<file path="src/rtl/dmem_ctrl.sv">
// Data-memory controller: M-stage load/store to a handshaked word bus with stall, lane steering and timeout.
// Optional DMEM_MISALIGN_TRAP_EN: trap misaligned accesses instead of forcing natural alignment.
module dmem_ctrl #(
   parameter int unsigned TIMEOUT_CYCLES = 255
) (
   input  logic        clk,
   input  logic        rst,
   input  logic        MemReadM,
   input  logic        MemWriteM,
   input  logic [2:0]  funct3M,
   input  logic [31:0] ALUResultM,
   input  logic [31:0] WriteDataM,
   output logic [31:0] ReadDataM,
   output logic        StallMem,
   output logic        MisalignM,
   output logic        BusErrM,
   output logic        bus_req,
   output logic        bus_we,
   output logic [31:0] bus_addr,
   output logic [3:0]  bus_wstrb,
   output logic [31:0] bus_wdata,
   input  logic [31:0] bus_rdata,
   input  logic        bus_ready
);

   typedef enum logic [1:0] {IDLE, REQ, DONE} state_t;

   localparam logic [7:0] LAST_WAIT = 8'(TIMEOUT_CYCLES - 1);

   state_t      state;
   logic [7:0]  timeout_cnt;
   logic [2:0]  funct3_q;
   logic [1:0]  lane_q;

   logic        access;
   logic        misaligned;
   logic [1:0]  lane;
   logic [3:0]  strobe;
   logic [31:0] wdata;
   logic [7:0]  rd_byte;
   logic [15:0] rd_half;
   logic [31:0] load_val;

   assign access = MemReadM | MemWriteM;

`ifdef DMEM_MISALIGN_TRAP_EN
   always_comb begin
      misaligned = 1'b0;
      case (funct3M[1:0])
         2'b01:   misaligned = ALUResultM[0];
         2'b10:   misaligned = |ALUResultM[1:0];
         default: misaligned = 1'b0;
      endcase
   end

   assign lane = ALUResultM[1:0];
`else
   assign misaligned = 1'b0;

   // Without trapping, stray low address bits are dropped to the access's natural alignment.
   always_comb begin
      lane = ALUResultM[1:0];
      case (funct3M[1:0])
         2'b01:   lane = {ALUResultM[1], 1'b0};
         2'b10:   lane = 2'b00;
         default: lane = ALUResultM[1:0];
      endcase
   end
`endif

   always_comb begin
      strobe = 4'h0;
      wdata  = WriteDataM;
      case (funct3M[1:0])
         2'b00: begin
            strobe = 4'b0001 << lane;
            wdata  = {4{WriteDataM[7:0]}};
         end
         2'b01: begin
            strobe = 4'b0011 << {lane[1], 1'b0};
            wdata  = {2{WriteDataM[15:0]}};
         end
         2'b10: begin
            strobe = 4'hF;
            wdata  = WriteDataM;
         end
         default: begin
            strobe = 4'h0;
            wdata  = WriteDataM;
         end
      endcase
   end

   assign rd_byte = bus_rdata[{lane_q, 3'b000} +: 8];
   assign rd_half = bus_rdata[{lane_q[1], 4'b0000} +: 16];

   always_comb begin
      load_val = 32'h0;
      case (funct3_q)
         3'b000:  load_val = {{24{rd_byte[7]}}, rd_byte};
         3'b001:  load_val = {{16{rd_half[15]}}, rd_half};
         3'b010:  load_val = bus_rdata;
         3'b100:  load_val = {24'h0, rd_byte};
         3'b101:  load_val = {16'h0, rd_half};
         default: load_val = 32'h0;
      endcase
   end

   assign StallMem = ((state == IDLE) && access && !misaligned) || (state == REQ);

   // Request fields are latched once on acceptance so they stay stable for the whole REQ phase.
   always_ff @(posedge clk or posedge rst) begin
      if (rst) begin
         state       <= IDLE;
         timeout_cnt <= 8'h0;
         funct3_q    <= 3'b000;
         lane_q      <= 2'b00;
         bus_req     <= 1'b0;
         bus_we      <= 1'b0;
         bus_addr    <= 32'h0;
         bus_wstrb   <= 4'h0;
         bus_wdata   <= 32'h0;
         ReadDataM   <= 32'h0;
         MisalignM   <= 1'b0;
         BusErrM     <= 1'b0;
      end else begin
         MisalignM <= 1'b0;
         BusErrM   <= 1'b0;
         case (state)
            IDLE: begin
               if (access && !misaligned) begin
                  state       <= REQ;
                  timeout_cnt <= 8'h0;
                  funct3_q    <= funct3M;
                  lane_q      <= lane;
                  bus_req     <= 1'b1;
                  bus_we      <= MemWriteM;
                  bus_addr    <= {ALUResultM[31:2], 2'b00};
                  bus_wstrb   <= MemWriteM ? strobe : 4'h0;
                  bus_wdata   <= MemWriteM ? wdata : 32'h0;
               end else if (access && misaligned) begin
                  MisalignM <= 1'b1;
                  if (!MemWriteM) begin
                     ReadDataM <= 32'h0;
                  end
               end
            end
            REQ: begin
               if (bus_ready) begin
                  ReadDataM <= load_val;
                  bus_req   <= 1'b0;
                  state     <= DONE;
               end else if (timeout_cnt == LAST_WAIT) begin
                  BusErrM   <= 1'b1;
                  ReadDataM <= 32'h0;
                  bus_req   <= 1'b0;
                  state     <= DONE;
               end else begin
                  timeout_cnt <= timeout_cnt + 8'd1;
               end
            end
            DONE: begin
               state <= IDLE;
            end
            default: begin
               state   <= IDLE;
               bus_req <= 1'b0;
            end
         endcase
      end
   end

endmodule

</file>
<file path="config.mk">
export PLATFORM = sky130hd
export DESIGN_NAME = dmem_ctrl
export DESIGN_NICKNAME = d
export VERILOG_FILES = /design/src/rtl/dmem_ctrl.sv
export SDC_FILE = /design/constraint.sdc
export NUM_CORES = 1
export LEC_CHECK = 0
export BUFFER_PORTS_ARGS = -buffer_cell sky130_fd_sc_hd__buf_2
export CAP_MARGIN = 20
export CORE_MARGIN = 2
export CORE_UTILIZATION = 49
export DETAILED_ROUTE_END_ITERATION = 8
export PLACE_DENSITY = 0.91
export SLEW_MARGIN = 20
export SYNTH_ARGS = -nofsm -noshare
export SYNTH_HDL_FRONTEND = slang
export SYNTH_SLANG_ARGS = --single-unit
export TNS_END_PERCENT = 10
</file>
<file path="constraint.sdc">
create_clock -name clk -period 4.05 [get_ports clk]
set_clock_uncertainty 0.1 [all_clocks]
set_input_delay 0 -clock clk [delete_from_list [all_inputs] [get_ports clk]]
set_output_delay 0 -clock clk [all_outputs]
set_load 0.005 [all_outputs]
</file>
=== Yosys cells after proc, flatten, opt, wreduce, memory -nomap -nowiden ===
Index checks and enable logic that the tools add are counted.

* Register bits: 116
* Latch bits: 0
* RAM bits: 0
* ROM bits: 0
* Input bits: 104
* Output and inout bits: 105
* Word-level logic and storage cells: 66
* Memories: 0

* Add/subtract/negate cells: 1
* Multipliers: 0
* Divide/modulo/power cells: 0
* Order comparisons: 0
* Equal/unequal tests: 13
* Shift-type cells: 4
* Multiplexer cells: 23
* Bitwise gates (word level): 2
* Reduce and logical (&&, ||, !) cells: 12

{| class="wikitable"
|+ Operator list
! kind !! number
|-
| 32-bit one-hot mux with 5 select lines || 1
|-
| 32-bit two-way mux || 3
|-
| 32-bit one-hot mux with 2 select lines || 1
|-
| 32-bit by 6-bit indexed part select with 16-bit output || 1
|-
| 32-bit by 6-bit indexed part select with 8-bit output || 1
|-
| 8-bit two-way mux || 3
|-
| 8-bit one-hot mux with 2 select lines || 1
|-
| 4-bit one-hot mux with 3 select lines || 1
|-
| 8-bit by 1-bit adder with 8-bit output, second input constant || 1
|-
| 8-bit equality test, second input constant || 1
|-
| 2-bit one-hot mux with 2 select lines || 2
|-
| 3-bit equality test, second input constant || 2
|-
| 1-bit two-way mux || 6
|-
| 2-bit two-way mux || 3
|-
| 2-bit inequality test, second input constant || 3
|-
| 2-bit AND reduction || 3
|-
| 2-bit by 1-bit equality test with 1-bit output, second input constant || 2
|-
| 2-bit equality test, second input constant || 2
|-
| 2-bit zero test || 2
|-
| 4-bit two-way mux || 1
|-
| 4-bit AND reduction || 1
|-
| 2-bit nonzero test || 2
|-
| 1-bit by 2-bit << shifter with 4-bit output, first input constant || 1
|-
| 2-bit by 2-bit << shifter with 4-bit output, first input constant || 1
|-
| 10 further kinds || 10
|}

=== Depth between registers and ports, before layout ===
Gate-level depths: netlist (run 1).

* Word-level depth: 5
* Mapped depth: 7
* Mapped depth without buffers: 6

=== Worst setup path before layout (run 1) ===
No wires, ideal clock.

* Path kind: register -> register
* Start: register lane_q[1]
* End: register ReadDataM[17]
* Setup time: 0.121 ns
* Arrival: 1.519 ns
* Path slack: 2.310 ns
* Cell stages (with the launch flop): 6
* Buffers on the path: 1
* Clock period less this slack: 1.740 ns
* Cell sequence: dfrtp_1 -> mux4_2 -> nand2_1 -> buf_2 -> nand3_1 -> a22o_1

* Cells in the longest elaborated chain, start to end: 3
* Elaborated cells on any way between the ends: 4
* Classes of those cells: shift (2); mux (2)

{| class="wikitable"
|+ Ends and longest elaborated chain
! item !! RTL line !! RTL
|-
| start: declaration || 33 || <nowiki>logic [1:0] lane_q;</nowiki>
|-
| start signal: assignment || 135 || <nowiki>lane_q <= lane;</nowiki>
|-
| 32-bit by 6-bit indexed part select with 16-bit output or 32-bit by 6-bit indexed part select with 8-bit output (tied branches) || 95, 94 ||
|-
| 32-bit one-hot mux with 5 select lines (*) || 99 || <nowiki>case (funct3_q)</nowiki>
|-
| 32-bit two-way mux (*) || 149 || <nowiki>if (bus_ready) begin</nowiki>
|-
| end signal: assignment || 150 || <nowiki>ReadDataM <= load_val;</nowiki>
|-
| end: declaration || 13 || <nowiki>output logic [31:0] ReadDataM,</nowiki>
|}

Mark *: on every way between the ends. The rest lies on a longest branch, timed or not.
A chain may end at the register's enable or synchronous reset.

=== Worst setup path after layout (run 1) ===
* Start: input funct3M[1]
* End: register bus_wdata[25]

* Cells in the longest elaborated chain, start to end: 3
* Elaborated cells on any way between the ends: 4
* Classes of those cells: eq/ne (1); mux (2); reduce/logical (1)

{| class="wikitable"
|+ Ends and longest elaborated chain
! item !! RTL line !! RTL
|-
| start: declaration || 10 || <nowiki>input logic [2:0] funct3M,</nowiki>
|-
| 2-bit by 1-bit equality test with 1-bit output or 2-bit zero test (tied branches) || 74 || <nowiki>case (funct3M[1:0])</nowiki>
|-
| 32-bit one-hot mux with 2 select lines (*) || 74 ||
|-
| 32-bit two-way mux (*) || 140 || <nowiki>bus_wdata <= MemWriteM ? wdata : 32'h0;</nowiki>
|-
| end signal: assignment || 140 ||
|-
| end: declaration || 21 || <nowiki>output logic [31:0] bus_wdata,</nowiki>
|}

Marked as above.

==> results of run 1 <==
[state kept, by name, indices dropped and copies added (netlist names)]
signal / count
timeout_cnt: 8
bus_we: 1
state: 2
lane_q: 2
bus_wstrb: 4
bus_wdata: 32
ReadDataM: 32
bus_req: 1
BusErrM: 1
bus_addr: 30
funct3_q: 3
[layout make-up]
type	count	share of cell area, %
tap	140	2.11
multi-input combinational	381	26.9
timing repair buffer	336	28.0
clock inverter	14	2.42
clock buffer	18	5.15
sequential	116	34.9
inverter	11	0.557
[stage by stage]
step / instance area, sq um / setup WS, ps / hold slack [ps] / power (mW)
4_1_cts: 8310 / 1300 / 58.1 / 5.45
6_report: 8320 / 1230 / 73.0 / 5.64
3_3_place_gp: 6410 / 1610 / 87.0 / 3.52
5_1_grt: 8320 / 1170 / 115 / 5.93
2_1_floorplan: 5340 / 878 / -27.9 / 2.87
3_5_place_dp: 6410 / 1490 / 95.0 / 3.59
[worst max-delay path by stage]
stage / from / end / slack (ps) / depth (start not counted)
2_1_floorplan: rst / BusErrM / 880 / 1
3_3_place_gp: funct3_q[0] / ReadDataM[16] / 1610 / 4
3_5_place_dp: funct3_q[0] / ReadDataM[16] / 1490 / 4
4_1_cts: funct3M[1] / bus_wdata[24] / 1300 / 8
5_1_grt: funct3M[1] / bus_wdata[24] / 1170 / 8
6_report: funct3M[1] / bus_wdata[25] / 1230 / 8
[cells by family (layout without fill, tap and decap cells)]
kind of cell,count (synthesis),count (layout)
adders and majority gates,6,6
muxes,19,19
AOI/OAI and AO/OA,134,134
other,1,3
DFF,116,116
buffers and inverters,50,379
and+or+nand+nor,219,219
[Yosys cell counts, types with 6 or more instances]
cell type,count
clkbuf_1,24
inv_1,11
a221oi_1,7
buf_2,6
mux2i_1,8
nand2_1,146
o21ai_0,43
dfrtp_1,116
nand3_1,20
a222oi_1,8
ha_1,6
nor2_1,23
o2bb2ai_1,15
mux2_2,10
a21oi_1,7
a22o_1,35
[power by group through the flow]
stage / registers [mW] / clock network, mW / logic (mW)
6_report: 1.96 / 1.60 / 2.08
5_1_grt: 2.01 / 1.66 / 2.25
4_1_cts: 1.91 / 1.60 / 1.95
3_5_place_dp: 1.92 / 0 / 1.68
3_3_place_gp: 1.90 / 0 / 1.62
2_1_floorplan: 1.92 / 0 / 0.953
[metal layers]
metal,wire [um],track usage (%)
met4,1350,22.9
met2,9910,59.5
met3,2110,10.6
met1,7070,40.0
met5,0,0
[worst min-delay path: stages]
cell     delay [ps]
buf_2           130
nor3_2          210
or4_1           160
or3_1            90
a21oi_1          50
==> run summary, run 1 <==
Clock Power Share = 28.4%
Die footprint = 11,700 sq um
GRT Total Usage = 35.7%
Most frequent cells in the layout = 205 x buf_2, 146 x nand2_1, 127 x dlygate4sd3_1
Syn_area_per_cell = 9.79 sq um
Slew Limit Fails = 0
Endpoints failing hold = 0
Critical path endpoint category = register
DR vias/cell = 5.88
Unrepaired setup endpoints after global routing = false
Synth Area in Compound Gates = 18.2%
DR WL/cell = 20.1 um
Area taken by multi-input logic gates = 2240 sq um
Seq pwr share = 34.8%
Max-cap viol count = 0
Worst path bufs/invs = 4
Resized cells post-CTS = 0
Critical path data required time = 4390 ps
Mux cell area share after synthesis = 4.03%
Sink Count = 116
Starting DRC count in detailed routing = 516
Net Sw Frac = 35.3%
Number of synthesized flops with an enable pin = 0
CP top delay family = buffers and inverters
Largest net degree at the start of global routing = 86
VDD IR-drop max = 0.469 mV
Post-synthesis cell count = 545
Num CTS Buffers = 17
Post-synth ARST share = 100%
Clock slew at reported path FFs = 60 ps
Min-delay src = MemReadM
CP Launch Type = input pin
R2r worst-path depth = 5
Sequential cell area = 2900 sq um
CTS max path bufs = 2
First-pass DRT Iterations = 7
Slowest CP cell = nor2_2
Layout cells sized above 1 = 29.9%
Fmax = 354 MHz
Die Width = 108 um
Synth top area share = 54.4%
Cell accounting for the most synthesized area = dfrtp_1
Internal power = 3.65 mW
Root Driver = clkbuf_8
Most common cell after layout, fill and taps aside = buf_2
Post-synthesis register bit count = 116
Filler cell count = 639
TritonCTS clock tree = done
First-pass GRT wire length = 31.6 mm
Post-Synth XOR/XNOR Area = 0%
Core footprint = 10,700 sq um
Switching Power = 1.99 mW
Synth Area in Adders = 1.41%
Final min period = 2820 ps
Layout Nets = 973
WS Path Type = input pin to register
I/O pin total = 209
Period Utilization, post-route = 69.7%
Result of the run = finished, final reports clean
Fin cells = 1,016
Initial antenna violation count = 0
CP max FO = 15
Post-DP HPWL = 10.7 mm
H-tree levels = 4
Post-route core utilization = 77.4%
DRT antenna net count = 0
Initial core utilization = 49.7%
Rows = 38
R2r endpoint = bus_wdata[25]
Worst slew pin tran = 1110 ps
Vias in the first global route = 6,065
Drt drc = 0
Post-route setup TNS = 0 ps
Setup Buffers After CTS = 0
Top FF cell, synth = dfrtp_1
Simple-gate share of the synthesized area = 17.8%
Critical path arrival = 3160 ps
Worst Hold Class = input pin to register
Clock latency at the later pin of the worst-skew pair = 510 ps
Final wirelength = 20.4 mm
Ys Warns = 0
Slew HR = 25.5%
Combinational power share = 36.9%
Cell variety after synth = 48
Via count = 5,972
Crit path cell chain = dlygate4sd3_1 > buf_2 > inv_1 > ha_1 > nor2_2 > o21ai_0 > o21ai_0 > dlygate4sd3_1
Post-synthesis sequential area ratio = 54.4%
Post-Syn Area = 5340 sq um
Congestion Overflow GR = 0
Final setup viols = 0
ANT cells = 0
Die Ht = 108 um
Layout area overhead = 55.9%
Max incr delay on CP = 700 ps
Worst Hold Path Cells = 5
Placed cell count = 857
Largest family of logic cells by synthesized area = compound AO/OA/AOI/OAI gates
Port Buffers = 205
R2r setup slk = 1300 ps
Synth top area cells = dfrtp_1 54%, nand2_1 10%, a22o_1 5.7%
Leak Pwr = 4.27 nW
Reg-to-Reg Start = state[0]
Pwr dens = 679 nW/um^2
WHS Endpoint = timeout_cnt[6]
Hold buffers post-CTS = 127
Routability-driven placement congestion ratio = 0.863
(Power assumes the default switching activity.)
==> run 2: changes to the inputs <==
--- a/config.mk
+++ b/config.mk
@@ -8,9 +8,9 @@
 export BUFFER_PORTS_ARGS = -buffer_cell sky130_fd_sc_hd__buf_2
 export CAP_MARGIN = 20
 export CORE_MARGIN = 2
-export CORE_UTILIZATION = 49
+export CORE_UTILIZATION = 44
 export DETAILED_ROUTE_END_ITERATION = 8
-export PLACE_DENSITY = 0.91
+export PLACE_DENSITY = 0.87
 export SLEW_MARGIN = 20
 export SYNTH_ARGS = -nofsm -noshare
 export SYNTH_HDL_FRONTEND = slang
==> constraint.sdc (replaced) <==
create_clock -name clk -period 2.4 [get_ports clk]
set_clock_uncertainty 0.1 [all_clocks]
set_input_delay 0 -clock clk [delete_from_list [all_inputs] [get_ports clk]]
set_output_delay 0 -clock clk [all_outputs]
set_load 0.005 [all_outputs]
==> run 2 against run 1 <==
  * Power rose by 61%
  * Hold slack improved by 4.2 ps
  * Clock power rose by 66%
  * Sequential power rose by 65%
  * Utilization fell by 8.1 points
  * Critical path depth fell by 2
  * Register-to-register slack got worse by 1200 ps
  * Highest routed layer unchanged
==> run summary, run 2 (same netlist as run 1, synthesis figures left out) <==
TritonCTS clock tree = done (unchanged)
Core footprint = 11,900 sq um (was 10,700 sq um)
Slowest CP cell = dlygate4sd3_1 (was nor2_2)
Final setup viols = 0 (unchanged)
Placed cell count = 874 (was 857)
Clock Power Share = 29.2% (was 28.4%)
Layout cells sized above 1 = 31.4% (was 29.9%)
H-tree levels = 4 (unchanged)
Die Ht = 114 um (was 108 um)
I/O pin total = 209 (unchanged)
Slew Limit Fails = 0 (unchanged)
Fmax = 436 MHz
First-pass DRT Iterations = 6 (was 7)
R2r worst-path depth = 6 (was 5)
Pwr dens = 1100 nW/um^2 (was 679 nW/um^2)
Post-DP HPWL = 10.7 mm (about the same)
Post-route setup TNS = 0 ps (unchanged)
GRT Total Usage = 27.7% (was 35.7%)
Most common cell after layout, fill and taps aside = buf_2 (unchanged)
CTS max path bufs = 2 (unchanged)
Congestion Overflow GR = 0 (unchanged)
Hold slack final = 77.2 ps (was 73.0 ps)
Worst Hold Path Cells = 4 (was 5)
Root Driver = clkbuf_16 (was clkbuf_8)
CP max FO = 7 (was 15)
Die footprint = 13,000 sq um (was 11,700 sq um)
Setup Buffers After CTS = 0 (unchanged)
Combinational power share = 35.2% (was 36.9%)
Final min period = 2290 ps
Crit path cell chain = nor2_2 > o21ai_4 > dlygate4sd3_1 > nand2_1 > o31ai_1 > dlygate4sd3_1 (was dlygate4sd3_1 > buf_2 > inv_1 > ha_1 > nor2_2 > o21ai_0 > o21ai_0 > dlygate4sd3_1)
WS Path Type = register to register (was input pin to register)
Critical path data required time = 2580 ps (was 4390 ps)
Switching Power = 3.04 mW (was 1.99 mW)
Net Sw Frac = 33.4% (was 35.3%)
Sink Count = 116 (unchanged)
Slew HR = 39.6% (was 25.5%)
Biggest regs = ReadDataM: 32 flops, bus_wdata: 32 flops, bus_addr: 30 flops (unchanged)
CP top delay family = buffers and inverters (unchanged)
Filler cell count = 850 (was 639)
Worst slew pin tran = 900 ps (was 1110 ps)
Overall power consumption = 9.09 mW (was 5.64 mW)
VDD IR-drop max = 0.509 mV (was 0.469 mV)
Cell mode on critical path = dlygate4sd3_1
Reg-to-Reg Start = state[0] (unchanged)
Most frequent cells in the layout = 205 x buf_2, 146 x nand2_1, 116 x dfrtp_1 (was 205 x buf_2, 146 x nand2_1, 127 x dlygate4sd3_1)
CP Launch Type = register (was input pin)
DR vias/cell = 5.47 (was 5.88)
Clock latency at the later pin of the worst-skew pair = 400 ps (was 510 ps)
Max incr delay on CP = 570 ps (was 700 ps)
Via count = 5,573 (was 5,972)
Crit path launch = state[0] (was funct3M[1])
R2r setup slk = 110 ps (was 1300 ps)
Initial core utilization = 44.8% (was 49.7%)
Period Utilization, post-route = 95.6%
DR WL/cell = 17.5 um (was 20.1 um)
Layout Nets = 968 (was 973)
Critical path endpoint category = register (unchanged)
Leak Pwr = 4.26 nW (was 4.27 nW)
Post-Place Setup Slack = 335 ps (was 1490 ps)
Result of the run = finished, final reports clean (unchanged)
Layout area overhead = 54.8% (was 55.9%)
Worst Hold Class = input pin to register (unchanged)
Endpoints failing hold = 0 (unchanged)
Largest net degree at the start of global routing = 74 (was 86)
Critical path arrival = 2480 ps (was 3160 ps)
Unrepaired setup endpoints after global routing = false (unchanged)
R2r endpoint = bus_wstrb[3] (was bus_wdata[25])
Rows = 40 (was 38)
Die Width = 114 um (was 108 um)
Internal power = 6.05 mW (was 3.65 mW)
Max-cap viol count = 0 (unchanged)
Fin cells = 1,018 (was 1,016)
Clock slew at reported path FFs = 50 ps (was 60 ps)
Seq pwr share = 35.6% (was 34.8%)
First-pass GRT wire length = 28.2 mm (was 31.6 mm)
Worst path bufs/invs = 2 (was 4)
Setup ws final = 107 ps (was 1230 ps)
Vias in the first global route = 5,706 (was 6,065)
Port Buffers = 205 (unchanged)
Starting DRC count in detailed routing = 601 (was 516)
Num CTS Buffers = 17 (unchanged)
WP depth = 6 (was 8)
Final wirelength = 17.8 mm (was 20.4 mm)
Initial antenna violation count = 1 (was 0)
Routability-driven placement congestion ratio = 0.883 (was 0.863)
Drt drc = 0 (unchanged)
Critical Path End = bus_wstrb[3] (was bus_wdata[25])
DRT antenna net count = 0 (unchanged)
run 2: changes by cell type in the layout (fill, tap and decap cells not counted), moves of 3 or more:
cell | previous run | this run
clkinv_2 | 1 | 4
inv_6 | 4 | 0
dlygate4sd3_1 | 127 | 112
clkinv_4 | 4 | 0
buf_4 | 4 | 13
run 2: metrics by stage:
stage / utilization, % / area, sq um
after floorplan: - / 5350
after global placement: 54.6 / 6510
after detailed placement: 54.6 / 6510
after CTS: 69.2 / 8250
after global routing: 69.3 / 8260
final: 69.3 / 8260
run 2: final cells by class:
cell class	instances	area, sq um	share of cell area [%]
clock buffers	21	460	5.57
clock inverters	10	155	1.88
multi-input cells	381	2250	27.2
flip-flops and latches	116	2900	35.1
well taps	147	184	2.23
diodes	1	2.50	0.0303
inverters	11	45.0	0.545
repair buffers	331	2260	27.4
run 2: worst register-to-register path: cells and delay by family (launching register included):
kind	cells	cell delay [ps]
buffers and inverters	2	1130
DFF	1	460
and+or+nand+nor	2	330
AOI/OAI and AO/OA	2	160
run 2: worst min path at each step:
stage                           from       endpoint  slack (ps)
after detailed placement         rst  ReadDataM[29]          20
after floorplan            bus_ready        BusErrM         -30
after global routing      funct3M[1]      lane_q[0]         100
final                     funct3M[1]      lane_q[0]          80
after global placement           rst  ReadDataM[29]          10
after CTS                  MemWriteM         bus_we          90
run 2: power groups by stage:
stage	clock network [mW]	registers, mW	logic, mW
after global routing	2.78	3.33	3.54
after floorplan	0	3.23	1.61
after global placement	0	3.21	2.80
after CTS	2.67	3.22	3.13
final	2.65	3.24	3.20
after detailed placement	0	3.23	2.92
run 2: routing by layer:
layer | vias to the layer above | global-route usage (%) | share of wire (%)
li1 | 2558 | - | -
met1 | 2686 | 33.1 | 38
met2 | 269 | 47.1 | 51
met3 | 60 | 6.51 | 6.6
met4 | 0 | 14.0 | 4.0
met5 | - | 0 | 0
run 2: timing repair:
action                                  CTS  global route
endpoints found under the setup margin    0             8
hold endpoints to repair                132             0
hold buffers                            112             0
gates resized for setup                   0             5
==> run 3: changes to the inputs <==
--- a/config.mk
+++ b/config.mk
@@ -5,7 +5,7 @@
 export SDC_FILE = /design/constraint.sdc
 export NUM_CORES = 1
 export LEC_CHECK = 0
-export BUFFER_PORTS_ARGS = -buffer_cell sky130_fd_sc_hd__buf_2
+export BUFFER_PORTS_ARGS = -buffer_cell sky130_fd_sc_hd__buf_4
 export CAP_MARGIN = 20
 export CORE_MARGIN = 2
 export CORE_UTILIZATION = 44
==> run 3 against run 2 <==
  * Critical path depth shrank 1
  * Final cell count is essentially flat
  * Sequential share of layout area shrank 2.2 points
  * Via count grew 2.8%
  * Clock power grew 8.3%
  * Largest cell class unchanged
  * Largest power group is now combinational logic
==> run summary, run 3 (same netlist as run 1, synthesis figures left out) <==
I/O pin total = 209 (unchanged)
Rows = 40 (unchanged)
Leak Pwr = 4.40 nW (was 4.26 nW)
Post-DP HPWL = 11.3 mm (was 10.7 mm)
Root Driver = clkbuf_16 (unchanged)
Critical path arrival = 2500 ps (was 2480 ps)
R2r worst-path depth = 5 (was 6)
Unrepaired setup endpoints after global routing = false (unchanged)
Via count = 5,727 (was 5,573)
Filler cell count = 767 (was 850)
M1 GR Usage = 32.3% (was 33.1%)
Num CTS Buffers = 17 (unchanged)
CP max FO = 7 (unchanged)
Die Width = 114 um (unchanged)
GRT Total Usage = 29.2% (was 27.7%)
Min-delay src = funct3M[0] (was funct3M[1])
Slew HR = 31.6% (was 39.6%)
Final setup viols = 0 (unchanged)
Layout Nets = 967 (was 968)
ANT cells = 0 (was 1)
Layout cells sized above 1 = 31.3% (was 31.4%)
Endpoints failing hold = 0 (unchanged)
Clock latency at the later pin of the worst-skew pair = 400 ps (about the same)
Clock slew at reported path FFs = 60 ps (was 50 ps)
Max-cap viol count = 0 (unchanged)
Drt drc = 0 (unchanged)
Met3 GRT Util = 7.15% (was 6.51%)
Initial core utilization = 44.8% (unchanged)
Sink Count = 116 (unchanged)
Crit path cell chain = mux4_2 > and2_0 > a221oi_1 > dlygate4sd3_1 > o2bb2ai_1 (was nor2_2 > o21ai_4 > dlygate4sd3_1 > nand2_1 > o31ai_1 > dlygate4sd3_1)
DR WL/cell = 18.9 um (was 17.5 um)
First-pass GRT wire length = 29.8 mm (was 28.2 mm)
GRT Max-Usage Layer = met2 (unchanged)
Worst path bufs/invs = 1 (was 2)
R2r setup slk = 100 ps (was 110 ps)
Port Buffers = 205 (unchanged)
Critical path endpoint category = register (unchanged)
Fmax = 434 MHz (was 436 MHz)
H-tree levels = 4 (unchanged)
Worst Hold Class = input pin to register (unchanged)
DRT antenna net count = 0 (unchanged)
Period Utilization, post-route = 96.0% (was 95.6%)
Slew Limit Fails = 0 (unchanged)
WHS Endpoint = bus_wstrb[2] (was lane_q[0])
Layout area overhead = 65.0% (was 54.8%)
TritonCTS clock tree = done (unchanged)
Post-route setup TNS = 0 ps (unchanged)
Pwr dens = 1130 nW/um^2 (was 1100 nW/um^2)
Critical path data required time = 2600 ps (was 2580 ps)
Hold slack final = 58.8 ps (was 77.2 ps)
CP top delay family = buffers and inverters (unchanged)
CP Launch Type = register (unchanged)
Final wirelength = 19.2 mm (was 17.8 mm)
M2 GR Usage = 51.5% (was 47.1%)
Die footprint = 13,000 sq um (unchanged)
WS Path Type = register to register (unchanged)
DR vias/cell = 5.63 (was 5.47)
Worst Hold Path Cells = 4 (unchanged)
Crit path launch = lane_q[1] (was state[0])
Congestion Overflow GR = 0 (unchanged)
Max incr delay on CP = 600 ps (was 570 ps)
Post-route core utilization = 73.9% (was 69.3%)
Worst slew pin tran = 1020 ps (was 900 ps)
Slowest CP cell = dlygate4sd3_1 (unchanged)
Biggest regs = ReadDataM: 32 flops, bus_wdata: 32 flops, bus_addr: 30 flops (unchanged)
VDD IR-drop max = 0.637 mV (was 0.509 mV)
CTS max path bufs = 2 (unchanged)
R2r endpoint = ReadDataM[8] (was bus_wstrb[3])
Core footprint = 11,900 sq um (unchanged)
Most common cell after layout, fill and taps aside = buf_4 (was buf_2)
Result of the run = finished, final reports clean (unchanged)
Initial antenna violation count = 0 (was 1)
Final min period = 2300 ps (was 2290 ps)
Most frequent cells in the layout = 218 x buf_4, 146 x nand2_1, 116 x dfrtp_1 (was 205 x buf_2, 146 x nand2_1, 116 x dfrtp_1)
Die Ht = 114 um (unchanged)
Setup Buffers After CTS = 0 (unchanged)
Vias in the first global route = 6,033 (was 5,706)
Routability-driven placement congestion ratio = 0.905 (was 0.883)
First-pass DRT Iterations = 7 (was 6)
Reg-to-Reg Start = lane_q[1] (was state[0])
Starting DRC count in detailed routing = 613 (was 601)
Largest net degree at the start of global routing = 117 (was 74)
-- run 3: worst max-delay path by stage --
stage | slack [ps] | to | cells past startpoint
floorplan | 660 | ReadDataM[19] | 5
global route | 1 | ReadDataM[6] | 5
detailed placement | 310 | timeout_cnt[0] | 6
global placement | 440 | timeout_cnt[7] | 6
CTS | 20 | ReadDataM[5] | 6
finish | 100 | ReadDataM[8] | 5
-- run 3: worst reg2reg max path, delay by kind of cell (launching register included) --
| family | cells | cell delay (ps) |
|---|---|---|
| buffers and inverters | 1 | 600 |
| multiplexers | 1 | 530 |
| AO/OA/AOI/OAI | 2 | 330 |
| flip-flops | 1 | 370 |
| AND/OR/NAND/NOR | 1 | 270 |
-- run 3: final cells by class --
class,count,area [sq um],share of cell area [%]
flip-flops and latches,116,2900,33.0
repair buffers,330,2770,31.4
multi-input cells,381,2240,25.5
clock buffers,19,433,4.92
clock inverters,13,231,2.63
well taps,147,184,2.09
inverters,11,45.0,0.512
-- run 3: layer usage --
metal	routed length, um	share of wire (%)
met3	1380	7.2
met1	7020	37
met5	0	0
met2	9870	51
met4	935	4.9
-- run 3: power by group --
group | switching, mW | internal (mW)
Sequential | 0.577 | 2.73
Clock | 0.924 | 1.95
Combinational | 1.77 | 2.00
-- run 3: per-stage QoR --
stage / setup WS [ps] / area [sq um] / instances / power [mW]
floorplan: 660 / 5350 / 547 / 4.84
CTS: 22.3 / 8800 / 1017 / 9.80
global route: 1.05 / 8800 / 1017 / 10.4
global placement: 444 / 7020 / 874 / 6.48
finish: 96.4 / 8800 / 1017 / 9.95
detailed placement: 311 / 7020 / 874 / 6.64
-- run 3: what timing repair did --
item                                   4_1_cts  5_1_grt
gates resized for setup                      0        3
setup endpoints to repair                    0        8
hold buffers                               111        0
endpoints found under the hold margin      222        0
